File: config.mk
export PLATFORM = sky130hd
export DESIGN_NAME = ins_fetch_responder
export DESIGN_NICKNAME = d
export VERILOG_FILES = /design/src/rtl/ins_fetch_responder.sv
export SDC_FILE = /design/constraint.sdc
export NUM_CORES = 2
export LEC_CHECK = 0
export BUFFER_PORTS_ARGS = -buffer_cell sky130_fd_sc_hd__clkbuf_2
export CORE_AREA = 8 8 406 408
export CTS_CLUSTER_SIZE = 30
export DETAILED_ROUTE_END_ITERATION = 8
export DIE_AREA = 0 0 414 416
export PLACE_DENSITY = 0.67
export RECOVER_POWER = 100
export SYNTH_ARGS = -nofsm -noshare
export SYNTH_HDL_FRONTEND = slang
export SYNTH_SLANG_ARGS = --single-unit
File: constraint.sdc
create_clock -name CLK -period 13.95 [get_ports CLK]
set_input_delay 4.185 -clock CLK [delete_from_list [all_inputs] [get_ports CLK]]
set_output_delay 4.185 -clock CLK [all_outputs]
set_load 0.005 [all_outputs]
File: src/rtl/ins_fetch_responder.sv
// Opcode responder for the ROM-less core: it holds a writable 256x8 program store,
// decodes jump and halt opcodes, and steers the PC through PL/PL_E.
module ins_fetch_responder #(
  parameter logic [7:0] JMP_OPCODE  = 8'hF0,
  parameter logic [7:0] HALT_OPCODE = 8'hFF,
  parameter int         CNT_W       = 16
) (
  input  logic             CLK,
  input  logic             RST,
  input  logic [7:0]       Addr,
  output logic [7:0]       PL,
  output logic             PL_E,
  input  logic             RUN,
  input  logic             WE,
  input  logic [7:0]       WADDR,
  input  logic [7:0]       WDATA,
  output logic [7:0]       OP,
  output logic             OP_V,
  output logic             HALTED,
  output logic [CNT_W-1:0] FETCH_CNT
);

  // state  | meaning
  // IDLE   | PC parked at Addr=0, program store writable
  // EXEC   | issue mem[Addr], or decode jump/halt
  // TGT    | mem[Addr] is a jump target, load PC with it
  // HALT   | PC held on the halt byte until RUN drops
  localparam logic [1:0] S_IDLE = 2'd0;
  localparam logic [1:0] S_EXEC = 2'd1;
  localparam logic [1:0] S_TGT  = 2'd2;
  localparam logic [1:0] S_HALT = 2'd3;

  logic [7:0]       mem_q [256];
  logic [1:0]       state_q, state_d;
  logic [7:0]       op_q, op_d;
  logic             op_v_q, op_v_d;
  logic             halted_q, halted_d;
  logic [CNT_W-1:0] cnt_q, cnt_d;
  logic [7:0]       rd_byte;
  logic             mem_we;

  assign rd_byte = mem_q[Addr];
  assign mem_we  = WE && (state_q == S_IDLE);

  always_comb begin
    state_d = state_q;
    op_d    = op_q;
    op_v_d  = 1'b0;
    cnt_d   = cnt_q;
    PL      = 8'hFF;
    PL_E    = 1'b1;
    case (state_q)
      S_IDLE: begin
        if (RUN) state_d = S_EXEC;
      end
      S_EXEC: begin
        if (!RUN) begin
          state_d = S_IDLE;
        end else if (rd_byte == HALT_OPCODE) begin
          PL      = Addr - 8'd1;
          state_d = S_HALT;
        end else if (rd_byte == JMP_OPCODE) begin
          PL_E    = 1'b0;
          PL      = 8'h00;
          state_d = S_TGT;
        end else begin
          PL_E   = 1'b0;
          PL     = 8'h00;
          op_d   = rd_byte;
          op_v_d = 1'b1;
          if (cnt_q != {CNT_W{1'b1}}) cnt_d = cnt_q + CNT_W'(1);
        end
      end
      S_TGT: begin
        if (!RUN) begin
          state_d = S_IDLE;
        end else begin
          // PC adds one after loading, so preload target-1
          PL      = rd_byte - 8'd1;
          state_d = S_EXEC;
        end
      end
      S_HALT: begin
        PL = Addr - 8'd1;
        if (!RUN) state_d = S_IDLE;
      end
    endcase
    halted_d = (state_d == S_HALT);
  end

  always_ff @(posedge CLK) begin
    if (RST) begin
      state_q  <= S_IDLE;
      op_q     <= 8'h00;
      op_v_q   <= 1'b0;
      halted_q <= 1'b0;
      cnt_q    <= '0;
    end else begin
      state_q  <= state_d;
      op_q     <= op_d;
      op_v_q   <= op_v_d;
      halted_q <= halted_d;
      cnt_q    <= cnt_d;
    end
  end

  // store survives reset on purpose
  always_ff @(posedge CLK) begin
    if (mem_we) mem_q[WADDR] <= WDATA;
  end

  assign OP        = op_q;
  assign OP_V      = op_v_q;
  assign HALTED    = halted_q;
  assign FETCH_CNT = cnt_q;

endmodule

==> impl_metrics.env <==
export IMPL_outcome="finished with violations"
export IMPL_failed_checks="capacitance limit, slew limit"
export IMPL_route_antenna_remaining_nets=0
export IMPL_r2r_setup_slack_ns=9.02
export IMPL_syn_instance_count=4030
export IMPL_grt_max_degree=157
export IMPL_synth_seq_cells=2076
export IMPL_timing_max_transition_violations_final=2212
export IMPL_max_freq_mhz=73.1
export IMPL_worst_path_largest_cell_delay_ns=0.97
export IMPL_switching_share_pct=22.0
export IMPL_reg_clk_slew_reported_paths_ns=0.06
export IMPL_power_frac_clock_pct=40.5
export IMPL_chipWidth_um=414
export IMPL_io_pins=63
export IMPL_viasPerCell=6.66
export IMPL_hold_class="register to register"
export IMPL_pwr_share_comb_pct=5.6
export IMPL_cp_start_kind="input port"
export IMPL_leakage_nw=28.3
export IMPL_worst_path_max_delay_cell="sky130_fd_sc_hd__nor4_1"
export IMPL_place_gp_congestion=0.897
export IMPL_crit_type="input port to output pin"
export IMPL_path_max_fanout=48
export IMPL_p_sw_mw=2.81
export IMPL_antenna_violations_before_repair=9
export IMPL_cap_viol_max_count=31
export IMPL_cp_data_arrival_time_ns=9.50
export IMPL_die_height_um=416
export IMPL_worst_pin_slew_ns=7.36
export IMPL_grt_usage_pct=25.6
export IMPL_critical_path_cell_chain="buf_8, buf_12, buf_12, nand2b_1, o221ai_1, a21oi_1, nor4_1, o21ai_0, nand4_1, ha_1, nand2_1, o32ai_1, and2_0, a21oi_1, a221oi_1, clkbuf_1"
export IMPL_synth_net_count=4063
export IMPL_first_global_vias=41900
export IMPL_area_growth_pct=10.9
export IMPL_hpwl_um=139000
export IMPL_hold_viol_final=0
export IMPL_fin_nets=4242
export IMPL_clockRootBuffer="sky130_fd_sc_hd__clkbuf_16"
export IMPL_first_pass_grt_wire_length_um=318000
export IMPL_yosys_cell_types_count=83
export IMPL_worstSkewPairLatency_ns=0.85
export IMPL_routed_wirelength_um=226000
export IMPL_floorplan_rows=147
export IMPL_power_density_mw_per_mm2=141
export IMPL_cts_buffers_inserted=200
export IMPL_setup_violations_final=0
export IMPL_endpoint_kind="output pin"
export IMPL_drcViolationCount=0
export IMPL_synthesis_area_mm2=0.0817
export IMPL_layout_worst_path_cycle_share_pct=98.1
export IMPL_power_ir_vdd_worst_mv=0.141
export IMPL_number_of_synthesized_flops_with_an_enable_pin=2048
export IMPL_clock_h_tree_levels=4
export IMPL_average_wire_per_cell_in_the_routed_design_um=35.0
export IMPL_fin_tns_setup_ns=0
export IMPL_syn_avg_cell_area_um2=20.3
export IMPL_synth_async_sr_flop_share_pct=0
export IMPL_post_cts_setup_buffer_count=0
export IMPL_synth_yosys_seq_area_share_pct=75.9
export IMPL_first_iter_violations=6403
export IMPL_cts_resized=0
export IMPL_critPathTopFamily="simple AND/OR/NAND/NOR gates"
export IMPL_timing_critical_path_buf_inv=4
export IMPL_synth_flop_cell="sky130_fd_sc_hd__edfxtp_1"
export IMPL_worst_endpoint_required_ns=9.76
export IMPL_design_power_total_mw=12.8
export IMPL_unrepaired_setup_endpoints_after_global_routing="no"
export IMPL_finalClockSkew_ns=0.0470
export IMPL_via_count=43000
export IMPL_clock_path_buffers=3
export IMPL_coreArea_mm2=0.159
export IMPL_cts_sink_count=2076
export IMPL_floorplan_die_area_mm2=0.172
export IMPL_yosys_warnings=0
export IMPL_first_pass_iters=5
export IMPL_starting_density_of_the_core_pct=51.4
export IMPL_maxSlewHeadroom_pct=-391
export IMPL_fin_crit_ns=13.69
export IMPL_grt_overflow=0
export IMPL_power_internal_mw=9.96
export IMPL_buffer_ports_inserted=62
export IMPL_power_share_sequential_pct=53.9
export IMPL_post_route_cells_drive_above_1_share_pct=20.8
export IMPL_num_fill_cells=11600
export IMPL_postCtsHoldBufs=0
export IMPL_cts_tree="done"
[cells in the mapped netlist (all sizes together) (5+ instances only)]
cell type  count  share of area (%)
nand2b         5              0.038
a22o          17               0.18
a31oi         14               0.11
o22ai         32               0.24
a22oi         78               0.72
o21a           5              0.046
nand3         27               0.17
mux4         432                 12
a221oi        24               0.26
edfxtp      2048                 75
clkbuf        88               0.41
nand2         92               0.42
mux2          45               0.62
nor2b         26               0.20
buf          150                1.4
xnor2          7              0.075
inv           20              0.092
a21oi         63               0.39
a211o          9              0.096
and3          11              0.084
o32ai          6              0.073
a211oi        19               0.18
nand3b         7              0.080
or3           10              0.077
a2111oi       10               0.11
mux2i        221                2.7
nor2         318                1.5
ha             5              0.077
nor3          27               0.18
o211ai         7              0.064
o21ai         28               0.17
dfxtp         28               0.69
nor4          12              0.099
a221o          6              0.073
o221ai        35               0.37
and2          13              0.099
nand4         17               0.13
or3b           6              0.064
[area by class of cell]
class | instances | area [um^2] | share of cell area, %
antenna | 4 | 10.0 | 0.0110
clock buffer | 257 | 5280 | 5.83
clock inverter | 103 | 870 | 0.959
inverter | 23 | 86.3 | 0.0952
multi-input combinational | 1693 | 18200 | 20.0
sequential | 2076 | 62100 | 68.5
tap | 2086 | 2610 | 2.88
timing repair buffer | 215 | 1580 | 1.74
[routing by layer]
metal	GRT usage [%]	vias up	wire [um]	part of all wire [%]
met3	6.05	500	26400	12
met1	36.9	22600	87500	39
met5	0	-	29	0.013
met4	10.1	6	9600	4.2
li1	-	17100	-	-
met2	38.3	2841	103000	45
[metrics by stage]
stage	setup WS, ns	util (%)	hold slack [ns]	cells	area [um^2]
floorplan	1.98	-	0.447	4030	81700
global placement	0.410	53.3	0.451	6092	84700
detailed placement	0.515	53.3	0.456	6093	84700
CTS	0.512	57.2	0.468	6453	90900
finish	0.263	57.0	0.465	6457	90700
global route	0.351	57.0	0.487	6453	90600
[flip-flops by register name, summed over array words and instances, names as in the netlist]
register   count
mem_q       2048
FETCH_CNT     16
OP_V           1
state_q        2
OP             8
HALTED         1
[worst register-to-register path: cells and delay by family, from the launching register on]
kind / cells / cell delay (ns)
compound gates: 8 / 2.72
fa+ha+maj: 1 / 0.15
buf+inv: 3 / 0.54
flops: 1 / 0.36
mux: 1 / 0.55
simple gates: 2 / 0.51
[layout by cell type, fill, tap and decap left out, types with 28 or more instances in the layout]
| cell type | instances |
|---|---|
| sky130_fd_sc_hd__buf_4 | 113 |
| sky130_fd_sc_hd__mux2i_1 | 221 |
| sky130_fd_sc_hd__clkbuf_1 | 116 |
| sky130_fd_sc_hd__dfxtp_1 | 28 |
| sky130_fd_sc_hd__mux2_2 | 44 |
| sky130_fd_sc_hd__nand2_1 | 92 |
| sky130_fd_sc_hd__a22oi_1 | 78 |
| sky130_fd_sc_hd__clkbuf_16 | 203 |
| sky130_fd_sc_hd__clkinv_1 | 46 |
| sky130_fd_sc_hd__edfxtp_1 | 2048 |
| sky130_fd_sc_hd__mux4_2 | 432 |
| sky130_fd_sc_hd__nor2_1 | 317 |
| sky130_fd_sc_hd__o221ai_1 | 35 |
| sky130_fd_sc_hd__clkinv_2 | 31 |
| sky130_fd_sc_hd__a21oi_1 | 63 |
| sky130_fd_sc_hd__o22ai_1 | 32 |
[kinds of logic (layout without fill, tap and decap cells)]
group	after synthesis	after routing	share of synthesized area [%]
compound gates	396	396	3.56
xor+xnor	10	10	0.107
fa+ha+maj	5	5	0.0765
buf+inv	261	598	1.89
flops	2076	2076	75.9
mux	698	698	15.2
other cells	0	4	0
simple gates	584	584	3.23
[power by group through the flow]
stage	logic (mW)	registers, mW	clock network, mW
floorplan	0.364	6.99	0
CTS	0.710	6.86	5.21
global route	0.733	6.88	5.43
detailed placement	0.708	6.99	0
global placement	0.702	6.99	0
finish	0.714	6.88	5.18
[worst paths after layout]
kind	depth (start not counted)	startpoint	to
min	2	OP[5]	OP[5]
min reg2reg	2	OP[5]	OP[5]
max	16	Addr[1]	PL[2]
max reg2reg	15	mem_q[187][1]	OP[2]
Power figures use the tool's default switching activity.
